==> config.mk <==
export PLATFORM = sky130hd
export DESIGN_NAME = prng_lehmer
export DESIGN_NICKNAME = d
export VERILOG_FILES = /design/src/rtl/prng_lehmer.sv
export SDC_FILE = /design/constraint.sdc
export NUM_CORES = 1
export LEC_CHECK = 0
export ABC_AREA = 1
export BUFFER_PORTS_ARGS = -buffer_cell sky130_fd_sc_hd__buf_2
export CORE_UTILIZATION = 35
export DETAILED_ROUTE_END_ITERATION = 10
export PLACE_DENSITY = 0.55
export SLEW_MARGIN = 20
export SYNTH_ARGS = -nofsm -noshare
export SYNTH_HDL_FRONTEND = slang
export SYNTH_SLANG_ARGS = --single-unit
==> constraint.sdc <==
create_clock -name clk -period 17.5 [get_ports clk]
set_input_delay 0.875 -clock clk [delete_from_list [all_inputs] [get_ports clk]]
set_output_delay 0.875 -clock clk [all_outputs]
set_load 0.02 [all_outputs]
==> src/rtl/prng_lehmer.sv <==
// Park-Miller (Lehmer) PRNG: rand_val = (MULT * operand) mod (2^31-1), using a shift-add multiply over MULT_W cycles.
// Define PRNG_CONT_EN so that cont=1 reseeds from the previous result.
module prng_lehmer #(
  parameter int MULT   = 16807,
  parameter int MULT_W = 15
) (
  input  logic        clk,
  input  logic        rst,
  input  logic [31:0] seed,
  input  logic        start,
  input  logic        cont,
  output logic        done,
  output logic [31:0] rand_val
);

  localparam logic [31:0] MOD = 32'h7FFF_FFFF;
  localparam int AW = 31 + MULT_W;
  localparam int CW = $clog2(MULT_W + 1);

  typedef enum logic [2:0] {S_IDLE, S_LOAD, S_MUL, S_RED, S_DONE} state_t;

  state_t state, nxt;

  logic [31:0]       op;
  logic [AW-1:0]     acc;
  logic [AW-1:0]     mcand;
  logic [MULT_W-1:0] mreg;
  logic [CW-1:0]     cnt;
  logic              red_ph;
  logic [31:0]       x;

  logic [31:0] pre_sum, pre_red, fin;
  logic [30:0] s_pre;
  logic [31:0] src;

`ifdef PRNG_CONT_EN
  assign src = cont ? rand_val : seed;
`else
  logic unused_cont;
  assign unused_cont = cont;
  assign src = seed;
`endif

  // Fold bit 31 back in (2^31 == 1 mod m); a zero operand would lock the sequence, so use 1.
  assign pre_sum = {1'b0, op[30:0]} + {31'b0, op[31]};
  assign pre_red = (pre_sum >= MOD) ? pre_sum - MOD : pre_sum;
  assign s_pre   = (pre_red == 32'd0) ? 31'd1 : pre_red[30:0];
  assign fin     = (x >= MOD) ? x - MOD : x;

  always_ff @(posedge clk or posedge rst) begin
    if (rst) state <= S_IDLE;
    else     state <= nxt;
  end

  always_comb begin
    nxt = state;
    case (state)
      S_IDLE: if (start) nxt = S_LOAD;
      S_LOAD: nxt = S_MUL;
      S_MUL:  if (cnt == CW'(MULT_W - 1)) nxt = S_RED;
      S_RED:  if (red_ph) nxt = S_DONE;
      S_DONE: if (!start) nxt = S_IDLE;
      default: nxt = S_IDLE;
    endcase
  end

  always_ff @(posedge clk or posedge rst) begin
    if (rst) begin
      op       <= '0;
      acc      <= '0;
      mcand    <= '0;
      mreg     <= '0;
      cnt      <= '0;
      red_ph   <= 1'b0;
      x        <= '0;
      done     <= 1'b0;
      rand_val <= '0;
    end else begin
      case (state)
        S_IDLE: begin
          done <= 1'b0;
          if (start) op <= src;
        end
        S_LOAD: begin
          acc    <= '0;
          mcand  <= {{(AW-31){1'b0}}, s_pre};
          mreg   <= MULT[MULT_W-1:0];
          cnt    <= '0;
          red_ph <= 1'b0;
        end
        S_MUL: begin
          if (mreg[0]) acc <= acc + mcand;
          mcand <= mcand << 1;
          mreg  <= mreg >> 1;
          cnt   <= cnt + 1'b1;
        end
        S_RED: begin
          // acc[AW-1:31] is weighted by 2^31 == 1 mod m, so x stays below 2m.
          if (!red_ph) begin
            x      <= {1'b0, acc[30:0]} + {{(32-MULT_W){1'b0}}, acc[AW-1:31]};
            red_ph <= 1'b1;
          end else begin
            rand_val <= fin;
            done     <= 1'b1;
          end
        end
        S_DONE: if (!start) done <= 1'b0;
        default: ;
      endcase
    end
  end

endmodule

==> impl_summary.txt <==
----------------------------------------------------
[Yosys]
  Combined area of all synthesized cells ... 0.0138 mm^2
  Synthesis warning total ... 0
  Cell type with the largest total area after synthesis ... dfrtp_1
  Post-synthesis simple-gate area fraction ... 26.8%
  Number of different library cells in the post-synthesis netlist ... 50
  Xor and xnor fraction of the mapped netlist area ... 3.79%
  Sequential fraction of the synthesis area ... 38.3%
  Cell types occupying the most area after synthesis ... dfrtp_1 38%, nand2_1 13%, inv_1 6.0%, ha_1 6.0%, a21oi_1 5.3%
  Async SR Flop Fraction ... 100%
  Leading cell type by number of instances after synthesis ... nand2_1
  Mux share of post-synthesis cell area ... 0.651%
  Average footprint of a synthesized cell ... 7.24 um^2
  Most frequent cells after synthesis ... 497 x nand2_1, 221 x inv_1, 212 x dfrtp_1, 192 x nor2_1, 147 x a21oi_1
  Number of instances in the synthesized netlist ... 1912
  Main synth FF type ... dfrtp_1
  Compound-Gate Fraction of Synth Area ... 16.6%
  Syn Nets ... 2016
  Number of flops mapped to enable cells by yosys ... 0
  Seq cells post-synth ... 212
  Synth top area share ... 38.3%
  Fraction of the mapped netlist area in adder cells ... 6.26%
  Largest family of logic cells by synthesized area ... simple AND/OR/NAND/NOR gates

[Critical path]
  Critical Path RT ... 18.01 ns
  Crit path buf inv count ... 6
  Crit-path slowest cell ... clkinv_1
  Kind of cell with the highest combined delay on the critical path ... buffers and inverters
  Arrival time at the worst endpoint ... 4.61 ns
  CP Max Fanout ... 30
  CP peak stage delay ... 0.71 ns
  Cell breakdown of the critical path ... nor2_1 -> inv_1 -> nor2_1 -> buf_4 -> clkinv_1 -> buf_4 -> nor2_1 -> buf_4 -> clkinv_1 -> a21oi_1 -> o21ai_0 -> nand2_1
  Crit end category ... register
  Critical path start-end classification ... reg2reg
  Setup crit start kind ... register

[Global route]
  GR Util met2 ... 34.1%
  Global-route usage over all layers ... 19.9%
  Busiest metal layer after global routing ... met2
  Met1 capacity usage during global routing ... 26.3%
  Antenna violations before repair ... 0
  Largest net degree at the start of global routing ... 139
  Global-route wire length before repair ... 65.2 mm
  Via count of the first global-routing pass ... 12426
  GR Util met3 ... 2.19%
  GR Overflow Total ... 0

[Route]
  Total wire length after detailed routing ... 40.0 mm
  Number of search-and-repair iterations in the first detailed-routing pass ... 5
  DR iter-0 viols ... 699
  Via count of the routed design ... 12753
  Detailed-route wire length per cell ... 16.0 um
  Residual DRC ... 0
  Number of antenna-violating nets in the routed design ... 0
  Vias per cell ... 5.09

[CTS]
  Clk pin slew, worst setup/hold paths ... 0.06 ns
  CTS tree ... yes
  Cells resized by post-CTS repair ... 0
  CTS buffer count ... 27
  Max Root-Sink Buffers ... 3
  Number of hold buffers added after cts ... 0
  Setup Buffers After CTS ... 0
  Sink Count ... 212
  H-tree depth ... 1
  Clk root buf ... clkbuf_16
  Worst-skew pair later-pin latency ... 0.58 ns

[STA]
  Relative slew slack ... 34.4%
  Share of the cycle needed by the critical path after routing ... 23.4%
  Min cycle time layout ... 4.10 ns
  Fin Clk Skew ... 0.0349 ns
  Worst hold margin ... 0.469 ns
  Setup TNS after final layout ... 0 ns
  Final-report setup violation count ... 0
  Number of hold-slack violations in the final timing report ... 0
  Maximum clock rate ... 244 MHz
  Unrepaired setup endpoints after global routing ... false
  Final worst slack ... 13.40 ns
  Worst-margin pin slew ... 0.984 ns
  Max-slew violations ... 0

[Floorplanning]
  Horizontal extent of the die ... 201 um
  Initial standard-cell utilization of the core ... 35.6%
  Y dimension of the die ... 201 um
  Site row count ... 72
  Core area ... 0.0388 mm^2
  Ports placed on the boundary ... 69
  Total die area ... 0.0403 mm^2

[Place]
  Post-place setup slack ... 13.39 ns
  HPWL after detailed placement ... 30.5 mm
  Global placer's final weighted congestion ... 0.938
  Placed cell count ... 2461
  Count of buffers from port buffering ... 67

[Final layout]
  Non-filler cells in the finished layout ... 2507
  Synthesis-to-finish area growth ... 13.0%
  Share of final-layout standard cells stronger than drive strength 1 ... 8.14%
  FILL cells ... 4091
  Number of inserted diodes ... 0
  NumNets Final ... 2076

[Power and ir drop]
  Combinational Power Share ... 48.9%
  Psw ... 0.00136 W
  Switching share of total power ... 47.3%
  Peak supply drop ... 0.0000997 V
  Power share of the clock group ... 19.8%
  Sequential share of power ... 31.3%
  Internal Dissipation ... 0.00152 W
  Leakage Power ... 7.66 nW
  Total power per unit cell area ... 184 mW/mm^2

[Run]
  Total of max-cap violations ... 0

[Min path]
  Hold Crit Class ... reg2reg

[Run status]
  Status ... finished, final reports clean

----------------------------------------------------
placed cells by master (no fill, tap or decap), types with 3 or more instances in the layout:
| cell type | count |
|---|---|
| a21oi_1 | 147 |
| buf_4 | 12 |
| o22ai_1 | 26 |
| a22oi_1 | 6 |
| o21a_1 | 3 |
| a21o_1 | 5 |
| nor2_2 | 9 |
| nand4_1 | 20 |
| o31ai_1 | 14 |
| o211ai_1 | 5 |
| and2_1 | 5 |
| xor2_1 | 43 |
| bufinv_16 | 3 |
| nand2_1 | 496 |
| buf_2 | 67 |
| ha_1 | 66 |
| a31oi_1 | 16 |
| or2_2 | 12 |
| dfrtp_1 | 212 |
| o221ai_1 | 29 |
| nand2_2 | 6 |
| clkbuf_8 | 5 |
| clkbuf_16 | 27 |
| inv_1 | 220 |
| o21ai_0 | 137 |
| nor2_1 | 190 |
| nor3_1 | 29 |
| nor4_1 | 10 |
| clkinv_1 | 3 |
| clkbuf_1 | 6 |
| a21boi_0 | 3 |
| xnor2_1 | 15 |
| mux2_2 | 8 |
| nand3_1 | 100 |
| clkinv_2 | 3 |
| o21bai_1 | 4 |
power by group through the flow:
stage	clock (W)	sequential, W	combinational (W)
after global routing	0.000602	0.000931	0.00160
after global placement	0	0.000908	0.00139
after detailed placement	0	0.000910	0.00141
after floorplan	0	0.000874	0.00102
final	0.000570	0.000904	0.00141
after CTS	0.000586	0.000903	0.00142
layout make-up:
class,count,area (um^2),share of cell area (%)
clock buffer,38,767,4.91
clock inverter,8,133,0.848
inverter,225,852,5.45
multi-input combinational,1427,7500,48.0
sequential,212,5310,33.9
tap,518,648,4.15
timing repair buffer,79,425,2.72
worst reg2reg max path: stages (launching register included):
cell      delay [ns]
dfrtp_1         0.39
nor2_1          0.19
inv_1           0.09
nor2_1          0.09
buf_4           0.34
clkinv_1        0.73
buf_4           0.51
nor2_1          0.14
buf_4           0.33
clkinv_1        0.64
a21oi_1         0.31
o21ai_0         0.16
nand2_1         0.10
metrics by stage:
stage          area (um^2)  total power (W)  util (%)
2_1_floorplan        13800          0.00189         -
3_3_place_gp         14700          0.00230      37.9
3_5_place_dp         14700          0.00232      37.9
4_1_cts              15600          0.00290      40.3
5_1_grt              15600          0.00313      40.3
6_report             15600          0.00288      40.3
final timing paths:
check | startpoint | to | slack (ns) | cells past startpoint
max | state[0] | acc[37] | 13.40 | 12
min | rand_val[9] | rand_val[9] | 0.47 | 2
max reg2reg | state[0] | acc[37] | 13.40 | 12
min reg2reg | rand_val[9] | rand_val[9] | 0.47 | 2
max in group asynchronous | rst | mreg[12] | 15.43 | 3
min in group asynchronous | rst | op[24] | 0.50 | 2
registers in the layout, summed over array words and instances, names as in the netlist:
register	count
rand_val	32
op	32
x	32
red_ph	1
cnt	4
acc	46
done	1
mcand	46
state	3
mreg	15
logic make-up (layout without fill, tap and decap cells):
group,after synthesis,after routing
adder cells (fa/ha/maj),68,68
AND/OR/NAND/NOR,889,889
AO/OA/AOI/OAI,403,403
XOR/XNOR,59,59
flip-flops,212,212
buffers and inverters,273,350
multiplexers,8,8
metal layers:
metal  part of all wire, %  vias up
li1                      -     6499
met1                    47     5951
met2                    47      232
met3                   3.5       71
met4                   2.7        0
met5                     0        -
No activity file was read; power rests on OpenSTA's default activity.
